--- src/rtl/segment_chaser_pwm.sv ---
// Chaser whose head walks a programmable channel map. Channels the head has left
// fade out through a binary-decay tail, and each channel drives its pin with PWM.

module segment_chaser_ch #(
  parameter int LEVEL_W = 4
) (
  input  logic               clk,
  input  logic               reset,
  input  logic               is_head,
  input  logic               tail,
  input  logic               fade_tick,
  input  logic [LEVEL_W-1:0] pwm_cnt,
  output logic               led_raw
);
  logic [LEVEL_W-1:0] level_q, level_d;
  logic               led_raw_q, led_raw_d;

  // When a channel is the head, it is forced to full scale and no fading applies.
  always_comb begin
    level_d = level_q;
    if (is_head)        level_d = '1;
    else if (!tail)     level_d = '0;
    else if (fade_tick) level_d = level_q >> 1;
    led_raw_d = (level_q > pwm_cnt);
  end

  always_ff @(posedge clk or posedge reset) begin
    if (reset) begin
      level_q   <= '0;
      led_raw_q <= 1'b0;
    end else begin
      level_q   <= level_d;
      led_raw_q <= led_raw_d;
    end
  end

  assign led_raw = led_raw_q;
endmodule

module segment_chaser_pwm #(
  parameter int                          NUM_CH     = 8,
  parameter int                          CH_IDX_W   = 3,
  parameter int                          SEQ_LEN    = 8,
  parameter logic [SEQ_LEN*CH_IDX_W-1:0] SEQ_MAP    = 24'o56234610,
  parameter int                          LEVEL_W    = 4,
  parameter int                          STEP_W     = 12,
  parameter int                          FADE_DIV_W = 8
) (
  input  logic                       clk,
  input  logic                       reset,
  input  logic                       enable,
  input  logic [STEP_W-1:0]          speed,
  input  logic [1:0]                 mode,
  input  logic                       dir,
  input  logic                       tail,
  input  logic                       invert,
  output logic [NUM_CH-1:0]          led_out,
  output logic [$clog2(SEQ_LEN)-1:0] step_idx,
  output logic                       wrap_pulse,
  output logic                       done
);
  localparam int               POS_W = $clog2(SEQ_LEN);
  localparam logic [POS_W-1:0] LAST  = POS_W'(SEQ_LEN - 1);

  typedef enum logic [1:0] {M_WRAP, M_BOUNCE, M_HOLD, M_ONESHOT} mode_e;

  logic [STEP_W-1:0]     speed_q, timer_q, timer_d;
  mode_e                 mode_q;
  logic                  dir_q, tail_q, invert_q;
  logic [POS_W-1:0]      pos_q, pos_d, pos_inc, pos_dec;
  logic                  bdir_q, bdir_d, done_q, done_d, wrap_q, wrap_d;
  logic [FADE_DIV_W-1:0] fade_cnt_q, fade_cnt_d;
  logic [LEVEL_W-1:0]    pwm_cnt_q, pwm_cnt_d;
  logic                  run, step_evt, at_end;
  logic [CH_IDX_W-1:0]   head_ch;
  logic [NUM_CH-1:0]     led_raw;

  always_comb begin
    run        = enable && (mode_q != M_HOLD);
    step_evt   = run && (timer_q >= speed_q);
    timer_d    = step_evt ? '0 : (run ? timer_q + 1'b1 : timer_q);
    fade_cnt_d = fade_cnt_q + 1'b1;
    pwm_cnt_d  = pwm_cnt_q + 1'b1;
    pos_inc    = (pos_q == LAST) ? '0 : pos_q + 1'b1;
    pos_dec    = (pos_q == '0) ? LAST : pos_q - 1'b1;
    at_end     = dir_q ? (pos_q == LAST) : (pos_q == '0);
    pos_d      = pos_q;
    bdir_d     = (mode_q == M_BOUNCE) ? bdir_q : dir_q;
    done_d     = (mode_q == M_ONESHOT) ? done_q : 1'b0;
    wrap_d     = 1'b0;
    if (step_evt) begin
      case (mode_q)
        M_WRAP: begin
          pos_d  = dir_q ? pos_inc : pos_dec;
          wrap_d = at_end;
        end
        M_BOUNCE: begin
          // Reversal moves straight back one step rather than dwelling at the end.
          if (bdir_q ? (pos_q == LAST) : (pos_q == '0)) begin
            bdir_d = ~bdir_q;
            wrap_d = 1'b1;
            pos_d  = bdir_q ? pos_q - 1'b1 : pos_q + 1'b1;
          end else begin
            pos_d  = bdir_q ? pos_q + 1'b1 : pos_q - 1'b1;
          end
        end
        M_ONESHOT: begin
          if (!done_q) begin
            if (at_end) begin
              done_d = 1'b1;
              wrap_d = 1'b1;
            end else begin
              pos_d  = dir_q ? pos_inc : pos_dec;
            end
          end
        end
        default: ;
      endcase
    end
  end

  always_ff @(posedge clk or posedge reset) begin
    if (reset) begin
      speed_q    <= '0;
      mode_q     <= M_WRAP;
      dir_q      <= 1'b0;
      tail_q     <= 1'b0;
      invert_q   <= 1'b0;
      timer_q    <= '0;
      pos_q      <= '0;
      bdir_q     <= 1'b0;
      done_q     <= 1'b0;
      wrap_q     <= 1'b0;
      fade_cnt_q <= '0;
      pwm_cnt_q  <= '0;
    end else begin
      speed_q    <= speed;
      mode_q     <= mode_e'(mode);
      dir_q      <= dir;
      tail_q     <= tail;
      invert_q   <= invert;
      timer_q    <= timer_d;
      pos_q      <= pos_d;
      bdir_q     <= bdir_d;
      done_q     <= done_d;
      wrap_q     <= wrap_d;
      fade_cnt_q <= fade_cnt_d;
      pwm_cnt_q  <= pwm_cnt_d;
    end
  end

  assign head_ch = SEQ_MAP[int'(pos_q) * CH_IDX_W +: CH_IDX_W];

  // A map entry that is NUM_CH or higher does not match any lane, so no channel lights.
  for (genvar c = 0; c < NUM_CH; c++) begin : g_ch
    segment_chaser_ch #(.LEVEL_W(LEVEL_W)) u_ch (
      .clk      (clk),
      .reset    (reset),
      .is_head  (head_ch == CH_IDX_W'(c)),
      .tail     (tail_q),
      .fade_tick(fade_cnt_q == '0),
      .pwm_cnt  (pwm_cnt_q),
      .led_raw  (led_raw[c])
    );
  end

  assign led_out    = led_raw ^ {NUM_CH{invert_q}};
  assign step_idx   = pos_q;
  assign wrap_pulse = wrap_q;
  assign done       = done_q;
endmodule

--- config.mk ---
export PLATFORM = sky130hd
export DESIGN_NAME = segment_chaser_pwm
export DESIGN_NICKNAME = d
export VERILOG_FILES = /design/src/rtl/segment_chaser_pwm.sv
export SDC_FILE = /design/constraint.sdc
export NUM_CORES = 1
export LEC_CHECK = 0
export CORE_MARGIN = 5
export CORE_UTILIZATION = 35
export DETAILED_ROUTE_END_ITERATION = 16
export PLACE_DENSITY = 0.55
export RECOVER_POWER = 25
export SETUP_SLACK_MARGIN = 0.02
export SLEW_MARGIN = 20
export SYNTH_ARGS = -nofsm -noshare
export SYNTH_HDL_FRONTEND = slang
export SYNTH_SLANG_ARGS = --single-unit
export TNS_END_PERCENT = 10
--- constraint.sdc ---
create_clock -name clk -period 8.7 [get_ports clk]
set_input_delay 1.74 -clock clk [delete_from_list [all_inputs] [get_ports clk]]
set_output_delay 1.74 -clock clk [all_outputs]
set_load 0.03 [all_outputs]
==> flow_results.org <==
** Cells and area
- Count of fill cells added during filler insertion :: 1255
- The repair_antennas step left the layout with diodes totalling 0.
- In the final layout, the share of cells above drive strength 1 is 0.04989.
- The final layout contains 530 nets.
- The library cell used most frequently in the layout, excluding fill and tap cells, is dfrtp_1.
- Most used cells in the layout excluding fill and tap cells :: 87 x dfrtp_1, 54 x ha_1, 36 x o21ai_0
- At the end of the flow the core is filled with cells to 0.4238.
- From synthesis to final layout, the design area changed by 17.88%.
- With fillers left out, the area of the finished cells amounts to 5370 sq um.

** Clocking
- Gates resized during post-CTS repair numbered 0.
- TritonCTS built the clock tree.
- CTS placed an instance of clkbuf_16 at the clock tree root.
- Counting every sink on the clock net gives 87.
- The later pin in the worst-skew pair is clocked with a latency of 0.34 ns.
- The clock passes through at most 2 buffers.
- Post-CTS Setup Repair Bufs :: 0
- In this run the number of H-tree levels came out at 3.
- Clock-pin slew was measured on the worst setup and hold paths at 0.06 ns.
- Number of hold buffers added after CTS :: 0
- Buffers inserted during clock tree synthesis total 9.

** Synth
- Main combinational cell family by area after synthesis :: adder cells
- Share of the synthesized area in compound gates (AO/OA/AOI/OAI) :: 0.1068
- Of the total synthesized cell area, the portion taken by AND, OR, NAND and NOR gates is 0.1112.
- The share of synthesized area in the top cell type comes to 0.4779.
- In the synthesized netlist the async set-or-reset flop fraction comes to 1.000.
- The number of nets handed over by synthesis was 494.
- The most used flip-flop cell after synthesis is dfrtp_1.
- Leading post-synthesis cells by cell area :: dfrtp_1 48%, ha_1 15%, mux2i_1 6.6%
- The number of different library cells used by synthesis comes to 37.
- Averaged over all synthesized cells, the footprint is 10.85 sq um.
- Synthesis inferred 87 register bits.
- dfrtp_1 takes more of the synthesized area than any other cell.
- Yosys mapped a number of flops with a built-in enable equal to 0.
- Post-synthesis instance area :: 4556 sq um
- Of the total synthesized cell area, the portion taken by full adders, half adders and majority gates is 0.1483.
- Measured against the total synthesized area, the mux share comes to 0.06592.
- Parity-gate share of the synthesized area counting xor and xnor cells :: 0.04999
- Of the synthesized area, sequential elements account for 0.4779.
- Synthesis produced 420 cells.
- Yosys warnings :: 0

** Routing
- The final route contains 3071 vias.
- DRT met1 WL :: 4049 microns
- Length of routed met3 wiring :: 430 microns
- After detailed routing, the average wire length per cell comes to 13.71 microns.
- Using the TritonRoute via totals, the vias-per-cell ratio works out to 4.852.
- Starting DRT DRC Count :: 78
- The count of nets left with antenna violations once routing finished came out at 0.
- After detailed routing, the number of remaining DRC violations is 0.
- Summed over all nets, wire length on met2 after detailed routing comes to 4107 microns.
- Max layer used :: met4
- Summed over all layers, the routed wires come to 8678 microns.
- The first TritonRoute pass finished after 4 iterations.

** Outcome
- The flow ran to the end, and the final reports show no timing, DRC or antenna violations.

** STA
- Worst Slack Setup Final :: 5.168 ns
- The final count of hold timing violations is 0.
- Setup repair after global routing left no endpoint under its margin.
- Across all hold checks on the routed design, the worst slack comes to 0.4882 ns.
- Maximum clock frequency :: 0.2832 GHz
- Final critical delay including setup and external delays :: 3.532 ns
- Dividing the final minimum period by the clock period gives 0.4059.
- Slew at the pin with the worst max-slew slack :: 1.352 ns
- Post-Route Setup TNS :: 0 ns
- The final number of max-transition violations was 0.
- Worst-case headroom to the max-slew limit :: 0.09658
- Setup violations remaining at the end of the flow were counted as 0.
- Maximum clock skew at final layout :: 0.004451 ns

** Floorplan
- Total die area :: 15400 sq um
- In this run the standard cell core region covers 12670 sq um.
- Starting utilization of the core area :: 0.3595
- Overall die width :: 124.1 microns
- From bottom edge to top edge, the die measures 124.1 microns.
- For this design the top-level I/O count stands at 33.
- The initialized floorplan defines 41 standard-cell rows.

** Place
- Placed cell area :: 5046 sq um
- Input and output buffers added on the ports amount to 32.
- Routability-driven placement finished with a final weighted congestion of 0.7433.
- HPWL reported at the end of detailed placement :: 6121 microns
- At the placement stage, the worst setup path has a slack of 5.492 ns.

** Setup path
- Data arrival time of the worst path :: 1.79 ns
- STA puts the critical path data required time at 6.96 ns.
- The worst setup path is of the reg -> out kind.
- Number of cell instances on the worst register-to-register path :: 6
- STA classifies the critical path endpoint as an output pin.
- Worst reg2reg setup slack :: 6.15 ns
- Largest fanout of any net on the critical path :: 8
- The worst setup path is launched from a flop.

** GRT
- The first global-routing pass estimated 15190 microns of wire.
- Via count of the first global-routing pass :: 3172
- For this run the aggregate overflow at the end of global routing stands at 0.
- Aggregate global-route resource usage :: 0.1275
- Maximum number of pins on one net before global-route repair :: 88
- The number of antenna violations at the first check in global routing was 0.

** Pwr
- Internal power contribution :: 763.9 uW
- Comb pwr share :: 0.158
- Leakage power :: 0.002700 uW
- Switching power :: 279.5 uW
- Clock share of power :: 0.392
- VDD sags by at most 0.1081 mV.
- Of the total power, the share spent switching nets is 0.2679.
- For this design the ratio of total power to cell area is 194.3 nW/um^2.
- Part of the power in registers :: 0.450

** Worst hold path
- Hold Path Depth :: 1
- The min-delay analysis places its worst path in the category reg -> reg.

** Run
- Number of max-capacitance violations reported :: 0
## worst paths after layout
check	endpoint	start
worst max-delay path	led_out[0]	invert_q
worst min-delay path	pwm_cnt_q[3]	pwm_cnt_q[3]
worst max register to register	g_ch[3].u_ch.level_q[2]	fade_cnt_q[0]
worst min register to register	pwm_cnt_q[3]	pwm_cnt_q[3]
max in group asynchronous	g_ch[1].u_ch.level_q[0]	reset
min in group asynchronous	dir_q	reset
## area by class of cell
class	instances	area, sq um	area share
tap	172	215.2	0.04007
multi-input combinational	291	2195	0.4087
clock buffer	9	225.2	0.04194
inverter	34	128.9	0.02400
timing repair buffer	33	331.6	0.06174
sequential	87	2177	0.4054
clock inverter	7	97.59	0.01817
## synthesized netlist by cell type, types with 2 or more instances
cell type  count
a211oi_1       3
nand3_1       13
nor3_1         3
clkbuf_1       4
a211oi_2       2
ha_1          54
xor2_1        18
nand2_1       24
and3_1         7
mux2i_1       30
nand4_1        6
nor2b_1       10
xnor2_1        8
a21o_1         3
nor2_1        18
dfrtp_1       87
o21ai_0       36
nand2b_1      12
buf_6          3
a41oi_1        8
o21bai_1       3
a21oi_1       20
inv_1         34
## state kept, by name (all words and copies together) (netlist names)
register,cells
speed_q,12
invert_q,1
fade_cnt_q,8
mode_q,2
done,1
timer_q,12
bdir_q,1
step_idx,3
tail_q,1
g_ch.u_ch.led_raw,8
dir_q,1
g_ch.u_ch.level_q,32
pwm_cnt_q,4
wrap_pulse,1
## kinds of logic after synthesis
kind of cell               after synthesis
AOI/OAI and AO/OA                       81
and+or+nand+nor                        100
muxes                                   30
DFF                                     87
xor gates and xnor gates                26
buffers and inverters                   42
adders and majority gates               54
## routing by layer
metal  GRT usage  vias to the layer above
li1            -                     1533
met1      0.1579                     1483
met2      0.2084                       45
met3     0.04814                       10
met4     0.03628                        0
met5           0                        -
## worst max-delay path: stages (launching register included)
cell	delay, ns
dfrtp_1	0.57
xor2_1	0.19
clkdlybuf4s50_1	0.69
## through the flow
| step | power (uW) | cells |
|---|---|---|
| floorplan | 586.1 | 420 |
| global placement | 636.9 | 617 |
| detailed placement | 645.9 | 617 |
| CTS | 1063 | 633 |
| global route | 1102 | 633 |
| finish | 1043 | 633 |
## power groups by stage
stage | registers [uW] | logic, uW | clock network [uW]
floorplan | 468 | 118 | 0
global placement | 476 | 161 | 0
detailed placement | 477 | 168 | 0
CTS | 470 | 169 | 423
global route | 474 | 190 | 437
finish | 469 | 165 | 409
No activity file was read; power rests on OpenSTA's default activity.
